File: src/rtl/conv_window_buffer.sv
// Streaming K x K sliding-window generator with K-1 chained line buffers.
// Optional macro CONV_WINDOW_STRIDE2_EN restricts emission to even-aligned window origins.
module conv_window_buffer #(
  parameter int IMG_WIDTH  = 8,
  parameter int IMG_HEIGHT = 8,
  parameter int K          = 3,
  parameter int D_WIDTH    = 8
) (
  input  logic                   clk,
  input  logic                   rst,
  input  logic                   in_valid,
  input  logic [D_WIDTH-1:0]     in_data,
  output logic                   out_valid,
  output logic [D_WIDTH*K*K:0]   window_data,
  output logic                   frame_done
);

  localparam int SIZE = K * K;
  localparam int NL   = K - 1;
  localparam int CW   = (IMG_WIDTH  > 1) ? $clog2(IMG_WIDTH)  : 1;
  localparam int RW   = (IMG_HEIGHT > 1) ? $clog2(IMG_HEIGHT) : 1;

  localparam logic [CW-1:0] COL_LAST = CW'(IMG_WIDTH - 1);
  localparam logic [RW-1:0] ROW_LAST = RW'(IMG_HEIGHT - 1);
  localparam logic [CW-1:0] COL_MIN  = CW'(K - 1);
  localparam logic [RW-1:0] ROW_MIN  = RW'(K - 1);

  logic [CW-1:0] col_q, col_d;
  logic [RW-1:0] row_q, row_d;

  logic [D_WIDTH-1:0] line_q [NL][IMG_WIDTH];
  logic [D_WIDTH-1:0] line_d [NL][IMG_WIDTH];
  logic [D_WIDTH-1:0] win_q  [K][K];
  logic [D_WIDTH-1:0] win_d  [K][K];

  logic                    out_valid_q, out_valid_d;
  logic                    frame_done_q, frame_done_d;
  logic [D_WIDTH*SIZE-1:0] window_q, window_d;

  logic last_col, last_row, emit;

  assign last_col = (col_q == COL_LAST);
  assign last_row = (row_q == ROW_LAST);

`ifdef CONV_WINDOW_STRIDE2_EN
  // Origin (row-K+1, col-K+1) is even exactly when the coordinate's LSB matches the LSB of K-1.
  localparam logic K1_PAR = 1'((K - 1) % 2);
  assign emit = (row_q >= ROW_MIN) && (col_q >= COL_MIN) &&
                (row_q[0] == K1_PAR) && (col_q[0] == K1_PAR);
`else
  assign emit = (row_q >= ROW_MIN) && (col_q >= COL_MIN);
`endif

  always_comb begin
    col_d        = col_q;
    row_d        = row_q;
    line_d       = line_q;
    win_d        = win_q;
    out_valid_d  = 1'b0;
    frame_done_d = 1'b0;
    window_d     = window_q;

    if (in_valid) begin
      for (int l = 0; l < NL; l++) begin
        for (int x = IMG_WIDTH - 1; x > 0; x--) begin
          line_d[l][x] = line_q[l][x-1];
        end
        line_d[l][0] = (l == 0) ? in_data : line_q[(l > 0) ? l - 1 : 0][IMG_WIDTH-1];
      end

      // Buffer L's tail is the pixel L+1 lines above, so window row r reads buffer K-2-r.
      for (int r = 0; r < K; r++) begin
        for (int c = 0; c < K - 1; c++) begin
          win_d[r][c] = win_q[r][c+1];
        end
      end
      for (int r = 0; r < K - 1; r++) begin
        win_d[r][K-1] = line_q[K-2-r][IMG_WIDTH-1];
      end
      win_d[K-1][K-1] = in_data;

      if (last_col) begin
        col_d = '0;
        row_d = last_row ? '0 : row_q + RW'(1);
      end else begin
        col_d = col_q + CW'(1);
      end

      out_valid_d  = emit;
      frame_done_d = last_col && last_row;

      if (emit) begin
        for (int r = 0; r < K; r++) begin
          for (int c = 0; c < K; c++) begin
            window_d[D_WIDTH*(r*K+c) +: D_WIDTH] = win_d[r][c];
          end
        end
      end
    end
  end

  always_ff @(posedge clk) begin
    if (rst) begin
      col_q        <= '0;
      row_q        <= '0;
      out_valid_q  <= 1'b0;
      frame_done_q <= 1'b0;
      window_q     <= '0;
      for (int l = 0; l < NL; l++) begin
        for (int x = 0; x < IMG_WIDTH; x++) begin
          line_q[l][x] <= '0;
        end
      end
      for (int r = 0; r < K; r++) begin
        for (int c = 0; c < K; c++) begin
          win_q[r][c] <= '0;
        end
      end
    end else begin
      col_q        <= col_d;
      row_q        <= row_d;
      out_valid_q  <= out_valid_d;
      frame_done_q <= frame_done_d;
      window_q     <= window_d;
      line_q       <= line_d;
      win_q        <= win_d;
    end
  end

  assign out_valid   = out_valid_q;
  assign frame_done  = frame_done_q;
  assign window_data = {1'b0, window_q};

endmodule

File: config.mk
export PLATFORM = sky130hd
export DESIGN_NAME = conv_window_buffer
export DESIGN_NICKNAME = d
export VERILOG_FILES = /design/src/rtl/conv_window_buffer.sv
export SDC_FILE = /design/constraint.sdc
export NUM_CORES = 1
export LEC_CHECK = 0
export CAP_MARGIN = 20
export CORE_MARGIN = 4
export CORE_UTILIZATION = 50
export CTS_BUF_LIST = sky130_fd_sc_hd__clkbuf_4 sky130_fd_sc_hd__clkbuf_8
export CTS_CLUSTER_DIAMETER = 80
export CTS_CLUSTER_SIZE = 14
export DETAILED_ROUTE_END_ITERATION = 16
export MAX_ROUTING_LAYER = met4
export PLACE_DENSITY = 0.73
export SYNTH_ARGS = -nofsm -noshare
export SYNTH_HDL_FRONTEND = slang
export SYNTH_SLANG_ARGS = --single-unit
export TNS_END_PERCENT = 50
File: constraint.sdc
create_clock -name clk -period 3.6 [get_ports clk]
set_input_delay 0.36 -clock clk [delete_from_list [all_inputs] [get_ports clk]]
set_output_delay 0.36 -clock clk [all_outputs]
set_load 0.03 [all_outputs]
Yosys cells after proc, flatten, opt, wreduce, memory -nomap -nowiden
Index checks and enable logic that the tools add are counted.

Register bits: 224. Latch bits: 0. Bits in writable memories: 0. Bits in read-only memories: 0. Input port bits: 11. Output and inout bits: 75. Logic and storage cells: 37. Memories: 0.

$add $sub $neg: 2. Multipliers: 0. Divide/modulo/power cells: 0. $lt $le $gt $ge: 2. Equality and inequality tests: 2. Shift operators: 0. Multiplexer cells: 2. Bitwise operators: 1. Reduce and logical (&&, ||, !) cells: 5.

Operators with widths (count): adder 3 x 1 -> 3 bit, second input constant (2); equality test 3 bit, second input constant (2); >= comparator 3 x 2 -> 1 bit, second input constant (2); 2-to-1 mux 3 bit (2); AND reduction 2 bit (2); logical AND 1 bit (2); OR reduction 2 bit (1); NOT 1 bit (1).

Longest topological paths before layout
Gate-level depths: netlist of the first run.

Word-level depth: 3. Mapped depth: 6. Gate-level depth less buffers: 5.

Least setup slack after synthesis of the first run
Ideal clock, no wire load.

Path type: register -> register. Start point: reg col_q[0]. End point: reg window_q[10]. Arrival time: 1.191 ns. Data required time: 3.480 ns. Slack: 2.290 ns. Cell stages (with the launch flop): 7. Clock period less this slack: 1.310 ns. Cells stage by stage: dfxtp_1 -> inv_1 -> ha_1 -> nor3_4 -> nor2_8 -> buf_6 -> mux2i_1.

Cells in the longest elaborated chain, start to end: 3.

Ends and longest elaborated chain: from (decl) (RTL line 28) `logic [CW-1:0] col_q, col_d;`; from (signal assigned) (RTL line 120) `col_q <= col_d;`; >= comparator 3 x 2 -> 1 bit (RTL line 51) `assign emit = (row_q >= ROW_MIN) && (col_q >= COL_MIN);`; logical AND 1 bit (RTL line 51); AND reduction 2 bit (no source line); to (signal assigned) (RTL line 124) `window_q <= window_d;`; to (decl) (RTL line 38) `logic [D_WIDTH*SIZE-1:0] window_q, window_d;`.

Every way passes these cells. A chain may end at the register's enable or synchronous reset.

Worst setup path after layout of the first run
Start point: reg col_q[1]. End point: reg window_q[13].

Same word-level chain as after synthesis.

==> results of run 1 <==
per-stage QoR:
step           cell area, um2  util (%)
3_3_place_gp             9520      56.8
6_report                 9780      58.4
2_1_floorplan            8660         -
5_1_grt                  9780      58.4
4_1_cts                  9780      58.4
3_5_place_dp             9520      56.8
how the worst max path moves through the flow:
| stage | start | endpoint | slack, ns | cells past startpoint |
|---|---|---|---|---|
| 2_1_floorplan | col_q[0] | window_q[10] | 2.29 | 6 |
| 3_3_place_gp | in_valid | window_q[22] | 1.41 | 5 |
| 3_5_place_dp | in_valid | window_q[13] | 1.33 | 5 |
| 4_1_cts | col_q[1] | window_q[13] | 1.61 | 5 |
| 5_1_grt | col_q[1] | window_q[13] | 1.52 | 5 |
| 6_report | col_q[1] | window_q[13] | 1.64 | 5 |
cell type report:
class,count,area share (%)
Clock buffer,19,2.67
Inverter,1,0.0384
Multi-Input combinational cell,532,39.1
Sequential cell,224,45.8
Tap cell,220,2.81
Timing Repair Buffer,89,9.54
power groups by stage:
stage	combinational, mW	clock (mW)	sequential, mW
finish	0.188	1.22	2.50
global route	0.205	1.36	2.50
CTS	0.189	1.27	2.50
detailed placement	0.189	0	2.56
global placement	0.185	0	2.56
floorplan	0.165	0	2.55
registers in the layout (all words and copies together) (netlist names):
register,flops
line_q,96
window_q,72
win_q,48
col_q,3
row_q,3
frame_done,1
out_valid,1
metal layers:
layer	wire, um	up-vias	part of all wire, %
met3	527	22	3.5
met1	7100	2489	48
li1	-	2763	-
met2	7000	78	47
met4	288	0	1.9
met5	0	-	0
cells in the mapped netlist (all sizes together):
cell type,n
conb,1
ha,5
nand2,3
a21oi,2
buf,37
nor3b,1
a211oi,1
nand2b,144
dfxtp,224
o21ai,1
inv,1
clkbuf,21
nand3,1
nor2,151
mux2i,219
nor3,2
nand4b,1
kinds of logic after synthesis:
| logic type | count (synthesis) | share of synthesized area (%) |
|---|---|---|
| buf+inv | 59 | 4.09 |
| simple gates | 303 | 17.8 |
| flops | 224 | 51.8 |
| fa+ha+maj | 5 | 0.722 |
| other cells | 1 | 0.0433 |
| mux | 219 | 25.3 |
| compound gates | 4 | 0.303 |
==> impl_metrics.toml, run 1 <==
[worst_setup_path]
cp_top_family = "simple AND/OR/NAND/NOR gates"
path_buf_inv = 1
r2r_cells = 5
r2r_slack_ns = 1.64
critPathMaxFanout = 25
cp-start-kind = "flip-flop"
critical_path.max_stage_delay_ns = 0.48
end_kind = "flip-flop"
required_ns = 4.03
reg2reg_to = "window_q[13]"
critPathKind = "reg2reg"
rr_startpoint = "col_q[1]"
worst_ep_arrival_time_ns = 2.39
critical_path.cell_chain = "ha_1 > nor3_4 > nor2_8 > buf_4 > mux2i_1"
slowest_stage = "nor2_8"

[pwr]
peakVddDrop_uv = 205
power_frac_clock_pct = 31.2
p_per_area_mw_per_mm2 = 399
power_mw = 3.90
p_int_mw = 3.05
p_sw_share_pct = 21.8
seqPwrFrac_pct = 64.0
p_leak_nw = 3.75
comb_power_share_pct = 4.8
p_switching_mw = 0.852

[global_route]
met2_usage_pct = 25.1
antenna_found_initial = 0
grt_max_degree = 143
track_usage_pct = 15.6
grt_pass1_vias = 5186
gr-total-overflow = 0
grt_busiest_layer = "met2"
grtUsageMet1_pct = 20.6
grt_pass1_wl_um = 25500
met3_usage_pct = 2.20

[die]
dieArea_mm2 = 0.0195
die_x_um = 140
ios = 86
rows = 47
core_mm2 = 0.0168
initial_core_util_pct = 51.7
die_h_um = 140

[timing]
setup_viol = 0
slew_violations = 0
hold_slack_ns = 0.373
skew_ns = 0.00968
slew_headroom_pct = 45.8
min_period_ns = 1.96
max_freq_mhz = 510
worstMarginPinSlew_ns = 0.814
rsz0062_at_grt = "false"
fin_setup_tns_ns = 0
final-hold-violation-count = 0
min_period_over_period_pct = 54.4
layout_setup_ws_ns = 1.64

[clocking]
clock-sinks = 224
tritoncts = "yes"
path_clk_slew_ns = 0.09
postCtsHoldBufs = 0
cts_max_level = 1
worstSkewPairLatency_ns = 0.50
clock-root-buffer = "clkbuf_8"
post_cts_resized = 0
numCtsBuffers = 19
cts_setup_buffers = 0
clk_path_buf_depth = 3

[route]
first_pass_iters = 4
drt_iter0_drc = 345
ant_nets = 0
viasPerCell = 4.93
dr_total_vias = 5352
drc_errors = 0
routed_wl_um = 14900
wl_per_cell_um = 13.7

[synth]
synth_top_cell_by_area = "dfxtp_1"
yosysWarnings = 0
yosysUniqueCellTypes = 22
synth_top_area_share_pct = 51.8
synth.top_cells.by_area = "dfxtp_1 (52%), mux2i_1 (25%), nand2b_1 (10%)"
syn_area_per_cell_um2 = 10.6
synth.ff_latch_count = 224
seq_area_frac_synth_pct = 51.8
syn_area_mm2 = 0.00866
syn-num-nets = 831
netlist_instances = 815

[final_layout]
drive_gt1_share_pct = 3.35
final_cells = 1085
final_nets = 883
regArea_mm2 = 0.00448
area_delta_synth_final_pct = 12.9
multi_input_area_mm2 = 0.00382
diodes = 0
layout_common_cells = "dfxtp_1 (224), mux2i_1 (219), nor2_1 (150)"
fill_cells = 1428
final_common_cell = "dfxtp_1"

[worst_hold_path]
holdPathStages = 2
min_path_type = "in2reg"
whs_endpoint = "win_q[59]"
min_from = "rst"

[place]
gp_congestion = 0.734
hpwl_um = 9580
place_ws_ns = 1.33
dp_cells = 1066
io_buffers = 84

[status]
status = "finished, final reports clean"

[flow_run]
max-cap-violations = 0
No activity file was read; power rests on OpenSTA's default activity.
==> run 2: changes to the inputs <==
==> constraint.sdc (replaced) <==
create_clock -name clk -period 1.95 [get_ports clk]
set_input_delay 0.195 -clock clk [delete_from_list [all_inputs] [get_ports clk]]
set_output_delay 0.195 -clock clk [all_outputs]
set_load 0.03 [all_outputs]
==> run 2 against run 1 <==
Against the previous run: final cell count is 0.55% higher; worst hold slack worse by 0.35 ns; global-route usage is 0.29 points higher; sequential share of layout area is 0.29 points lower; clock skew is 0.0022 ns lower; critical endpoint is now window_data[31]; largest cell class unchanged; largest power group unchanged.
==> impl_metrics.toml, run 2 (synthesis gave the netlist of run 1 again) <==
[status]
status = "finished, final reports clean"

[die]
core_mm2 = 0.0168
rows = 47
ios = 86
die_x_um = 140
dieArea_mm2 = 0.0195
initial_core_util_pct = 51.7
die_h_um = 140

[pwr]
peakVddDrop_uv = 347
power_mw = 7.22
p_leak_nw = 3.78
p_per_area_mw_per_mm2 = 734

[final_layout]
layout_common_cells = "dfxtp_1 (224), mux2i_1 (219), nor2_1 (150)"
largest-register = "line_q"
multi_input_area_mm2 = 0.00383
fill_cells = 1454
largest_reg_flops = 96
drive_gt1_share_pct = 4.02
final_common_cell = "dfxtp_1"
diodes = 0
regArea_mm2 = 0.00448
area_delta_synth_final_pct = 13.6
reg_top3 = "line_q: 96 flops, window_q: 72 flops, win_q: 48 flops"
final_nets = 889
final_cells = 1091

[worst_setup_path]
required_ns = 1.75
path_buf_inv = 1
critPathKind = "reg2out"
critical_path.max_stage_delay_ns = 0.71
cp_num_cells = 1
cp_top_family = "buffers and inverters"
end_kind = "output pin"
r2r_cells = 6
slowest_stage = "clkdlybuf4s50_1"
critPathMaxFanout = 2
critical_path.cell_chain = "clkdlybuf4s50_1"
worst_ep_arrival_time_ns = 1.59
cp-start-kind = "flip-flop"

[route]
routed_wl_um = 15500
drc_errors = 0
dr_total_vias = 5364
first_pass_iters = 4
drt_iter0_drc = 278
ant_nets = 0
viasPerCell = 4.92
wl_per_cell_um = 14.2

[place]
hpwl_um = 9960
io_buffers = 84
gp_congestion = 0.740
dp_cells = 1071

[clocking]
clk_path_buf_depth = 3
clock-sinks = 224
path_clk_slew_ns = 0.09
cts_setup_buffers = 0
worstSkewPairLatency_ns = 0.50
clock-root-buffer = "clkbuf_8"
cts_max_level = 1
tritoncts = "yes"
numCtsBuffers = 19
post_cts_resized = 0

[global_route]
track_usage_pct = 15.9
antenna_found_initial = 0
grt_pass1_wl_um = 25800
grt_pass1_vias = 5244
gr-total-overflow = 0
grt_max_degree = 119

[timing]
fin_setup_tns_ns = 0
worstMarginPinSlew_ns = 0.823
slew_headroom_pct = 45.1
slew_violations = 0
min_period_ns = 1.78
final-hold-violation-count = 0
setup_viol = 0
rsz0062_at_grt = "false"
max_freq_mhz = 562
min_period_over_period_pct = 91.3
skew_ns = 0.00744

[worst_hold_path]
holdPathStages = 2
min_path_type = "in2reg"

[flow_run]
max-cap-violations = 0
## run 2: area by class of cell
class                      count  share of cell area, %
sequential                   224                   45.6
multi-input combinational    533                   39.0
timing repair buffer          94                   9.99
tap                          220                   2.80
clock buffer                  19                   2.66
inverter                       1                 0.0381
## run 2: metal layers
| layer | GRT usage [%] | up-vias | wire, um |
|---|---|---|---|
| li1 | - | 2764 | - |
| met1 | 21.4 | 2501 | 7550 |
| met2 | 25.2 | 79 | 7170 |
| met3 | 2.30 | 20 | 534 |
| met4 | 4.13 | 0 | 252 |
| met5 | - | - | 0 |
## run 2: metrics by stage
stage	setup slack [ns]	utilization [%]	hold slack [ns]	area, um2
final	0.169	58.7	0.0279	9840
after global routing	0.0743	58.7	0.0120	9840
after CTS	0.0158	58.7	0.00467	9830
after detailed placement	0.0133	57.1	0.462	9570
after global placement	0.0936	57.1	0.459	9570
after floorplan	0.640	-	0.342	8660
## run 2: final timing paths
kind | start | slack (ns) | end
hold / removal | rst | 0.03 | line_q[33]
hold reg to reg | window_q[65] | 0.48 | window_q[65]
setup reg to reg | col_q[0] | 0.17 | window_q[38]
setup / recovery | window_q[31] | 0.17 | window_data[31]
## run 2: timing repair
action / in CTS / in global routing
cloned: 0 / 1
setup endpoints to repair: 3 / 44
hold buffers: 0 / 0
pin swaps: 1 / 1
## run 2: power breakdown
group / leakage [nW] / total [mW] / switching, mW / internal, mW
combinational: 1.84 / 0.369 / 0.198 / 0.171
clock: 0.137 / 2.24 / 1.36 / 0.877
sequential: 1.81 / 4.61 / 0.0200 / 4.59
total: 3.78 / 7.22 / 1.58 / 5.64
==> RTL change 1, RTL diff (settings of run 2) <==
Put one more register stage on the output `out_valid`, with the module's reset. The value now appears one clock later. The other outputs are not delayed to match.
--- a/src/rtl/conv_window_buffer.sv
+++ b/src/rtl/conv_window_buffer.sv
@@ -128,5 +128,11 @@
   end
 
-  assign out_valid   = out_valid_q;
+  always_ff @(posedge clk) begin
+    if (rst) begin
+      out_valid <= '0;
+    end else begin
+      out_valid <= out_valid_q;
+    end
+  end
   assign frame_done  = frame_done_q;
   assign window_data = {1'b0, window_q};
Check against the original RTL: no difference found for any inputs over 10 cycles, from zero or initial values and one cycle with rst high; that may be too few to reach the edited logic, so the function may still have changed.
==> RTL change 1 against run 2 <==
Power is 3.1% higher. Non-clock buffer count is 2 lower. Sequential share of layout area is 0.086 points lower. Sequential cell count is 1 higher. Setup slack worse by 0.011 ns. Highest routed layer unchanged. Largest power group unchanged. Register-to-register slack better by 0.06 ns. Synthesized area is 0.25% higher. Wire length is 0.31% lower. Design area is 0.64% higher. First-iteration DRC count is 28% higher.
==> RTL change 1: results (changes against run 2) <==
outcome:
  status: "completed"
grt:
  grt.total_usage: 0.161  # +0.00227
  grt_pass1_vias: 5275  # +0.59%
  grt_max_degree: 152  # +28%
  grt_first_pass_wirelength_mm: 26.3  # +2.0%
worst_setup_path:
  crit_fanout: 2  # unchanged
  reg2reg_depth: 6  # unchanged
  cp.buffers_inverters: 1  # unchanged
  r2r-start: "col_q[0]"
  crit_arrival_ns: 1.60
  cp-startpoint: "window_q[41]"
  crit_path_max_incr_delay_ns: 0.70
  r2r_end: "window_q[39]"
  crit_family: "buffers and inverters"
  crit_cells: 1  # unchanged
  cp-endpoint: "window_data[41]"
  reg2reg_setup_slack_ns: 0.23  # +0.06 ns
cts:
  ctsResizeCount: 0  # unchanged
  cts_buffers: 20  # +1
  clk_path_buf_depth: 3  # unchanged
  clk-insertion-delay-late_ns: 0.51
  ctsHtreeMaxLevel: 1  # unchanged
hold_path:
  hold_class: "input port to flip-flop"
logic_synthesis:
  ys_seq_area_frac: 0.519  # +0.00104
  synth_commonest_cells: "225 x dfxtp_1, 219 x mux2i_1, 150 x nor2_1"
  synth_flop_cell: "dfxtp_1"
  postSynthCellCount: 817  # +0.25%
  synth_area_leaders: "dfxtp_1 52%, mux2i_1 25%, nand2b_1 10%"
  ys_types: 22  # unchanged
  synth_nets: 833  # +0.24%
layout:
  final_cells: 1095  # +0.37%
  layout-drive-gt1-share: 0.0423  # +0.00210
  fin_nets: 890  # +0.11%
drt:
  via_per_inst: 4.88  # -0.76%
  wl_per_cell_um: 14.1  # -0.67%
  drt_iter0_markers: 355  # +28%
placement:
  dpl-instance-area_mm2: 0.00958  # +0.12%
  dp_hpwl_mm: 9.59  # -3.6%
  gp_congestion: 0.778  # +5.0%
timing:
  finalClockSkew_ns: 0.0193  # +0.0118 ns
  worstMarginPinSlew_ns: 1.07  # +0.244 ns
power:
  leakage_nw: 3.81  # +0.68%
  peakVddDrop_uv: 461  # +33%
[RTL change 1: layer usage]
layer	share of wire	GRT usage	wire length, µm
met3	0.037	0.0230	568
met4	0.017	0.0413	267
met2	0.47	0.257	7200
met1	0.48	0.216	7420
met5	0	-	0
[RTL change 1: worst min path at each step]
stage	start	to	slack, ns	depth (start not counted)
finish	rst	win_q[52]	0.14	3
global route	rst	win_q[52]	0.14	3
CTS	rst	win_q[51]	0.12	3
detailed placement	out_valid_q	out_valid	0.45	1
global placement	out_valid_q	out_valid	0.45	1
floorplan	in_data[0]	win_q[0]	0.34	2
[RTL change 1: final cells by class]
cell class | instances | area (µm²)
inverter | 1 | 3.75
fill | 1463 | 6910
sequential | 225 | 4500
timing repair buffer | 92 | 968
tap | 220 | 275
multi-input combinational | 534 | 3840
clock buffer | 22 | 297
clock inverter | 1 | 16.3
[RTL change 1: report_power, final]
part           total [mW]  internal, mW  switching, mW
clock                2.44          1.00           1.44
combinational       0.371         0.174          0.197
sequential           4.63          4.61         0.0192
total                7.45          5.79           1.66
[RTL change 1: stage by stage]
stage | TNS, ns | setup WS, ns
4_1_cts | 0 | 0.129
2_1_floorplan | 0 | 0.640
3_3_place_gp | -0.00278 | -0.00141
5_1_grt | 0 | 0.106
6_report | 0 | 0.158
3_5_place_dp | -0.709 | -0.0897
[RTL change 1: kinds of logic (layout without fill, tap and decap cells)]
kind of cell,Yosys count,after routing,synth area share
and+or+nand+nor,304,305,0.178
buffers and inverters,59,116,0.0402
muxes,219,219,0.252
AOI/OAI and AO/OA,4,4,0.00303
other,1,1,0.000432
adders and majority gates,5,5,0.00721
DFF,225,225,0.519
==> RTL change 2, RTL diff (flow settings as in run 2) <==
Made on the original files. The parameter `IMG_HEIGHT` goes from 8 to 16.
--- a/src/rtl/conv_window_buffer.sv
+++ b/src/rtl/conv_window_buffer.sv
@@ -3,5 +3,5 @@
 module conv_window_buffer #(
   parameter int IMG_WIDTH  = 8,
-  parameter int IMG_HEIGHT = 8,
+  parameter int IMG_HEIGHT = 16,
   parameter int K          = 3,
   parameter int D_WIDTH    = 8
Behaviour: no difference found for any inputs over 10 cycles, from zero or initial values and one cycle with rst high; that may be too few to reach the edited logic, so the function may still have changed.
==> RTL change 2 against run 2 <==
Wire length decreased by 2.5%. Synthesized area increased by 0.13%. Setup slack got worse by 0.022 ns. Hold slack improved by 0.19 ns. Design area increased by 1.4%. Global-route usage about the same. Clock power increased by 8.9%. Power increased by 3.1%. Cell count increased by 1.3%. Sequential cell count increased by 1. Critical path type is now flip-flop to flip-flop. Largest power group unchanged. Highest routed layer unchanged.
==> RTL change 2: results (changes against run 2) <==
logic_synthesis:
  ys_types: 23  # +4.5%
  synth_area_leaders: "dfxtp_1 52%, mux2i_1 25%, nand2b_1 10%"
  synth_commonest_cells: "225 x dfxtp_1, 219 x mux2i_1, 151 x nor2_1"
  synth_nets: 840  # +1.1%
  ys_seq_area_frac: 0.519  # +0.00164
placement:
  dp_hpwl_mm: 9.57  # -3.9%
  dpl-instance-area_mm2: 0.00965  # +0.88%
  gp_congestion: 0.751  # +1.5%
  io_buffers: 84  # unchanged
grt:
  grt.total_usage: 0.158  # -0.000178
  grt_max_degree: 89  # -25%
  grt_first_pass_wirelength_mm: 26.3  # +2.2%
worst_setup_path:
  r2r-start: "row_q[1]"
  cpMaxStageDelayCell: "dfxtp_1"
  crit_fanout: 72  # +70
  crit_family: "flip-flops"
  crit_path_max_incr_delay_ns: 0.49  # -0.22 ns
timing:
  finalClockSkew_ns: 0.0169  # +0.00942 ns
drt:
  drt_iter0_markers: 269  # -3.2%
  drt_first_pass_iters: 5  # +1
cts:
  cts_buffers: 20  # +1
  ctsResizeCount: 0  # unchanged
  cts_hold_buffers: 1  # +1
  clk_path_buf_depth: 3  # unchanged
power:
  peakVddDrop_uv: 397  # +14%
  leakage_nw: 3.82  # +1.0%
layout:
  layout-drive-gt1-share: 0.0429  # +0.00275
  num-fill-cells: 1415  # -2.7%
  fin_nets: 900  # +1.2%
outcome:
  status: "completed"
-- RTL change 2: power breakdown --
part           leakage (nW)  switching (mW)  internal (mW)
clock network         0.162            1.44           1.00
logic                  1.84           0.189          0.173
registers              1.81          0.0214           4.61
-- RTL change 2: area by class of cell --
type,instances,area [µm²],share of cell area
clock inverter,1,16.3,0.00163
sequential,225,4500,0.452
inverter,2,7.51,0.000753
clock buffer,22,297,0.0297
tap,220,275,0.0276
multi-input combinational,539,3860,0.387
timing repair buffer,96,1020,0.102
-- RTL change 2: kinds of logic after synthesis --
| family | synth area share |
|---|---|
| xor gates and xnor gates | 0.00101 |
| adders and majority gates | 0.00721 |
| buffers and inverters | 0.0355 |
| and+or+nand+nor | 0.177 |
| AOI/OAI and AO/OA | 0.00664 |
| DFF | 0.519 |
| muxes | 0.253 |
| other | 0.000432 |
-- RTL change 2: through the flow --
step                      instances  power (mW)
after detailed placement       1081        5.11
after floorplan                 824        5.02
final                          1105        7.44
after global placement         1081        5.10
after global routing           1105        7.75
after CTS                      1105        7.56
-- RTL change 2: path summary, 6_finish.rpt --
check	end	slack [ns]	cells past startpoint
max reg2reg	window_q[38]	0.15	5
min	col_q[1]	0.21	2
max	window_q[38]	0.15	5
min reg2reg	window_q[67]	0.48	2
-- RTL change 2: layer usage --
layer	GRT usage	up-vias	routed length [µm]
met5	-	-	0
met4	0.0342	0	210
met3	0.0268	18	572
met2	0.248	72	6710
met1	0.218	2556	7620
li1	-	2810	-
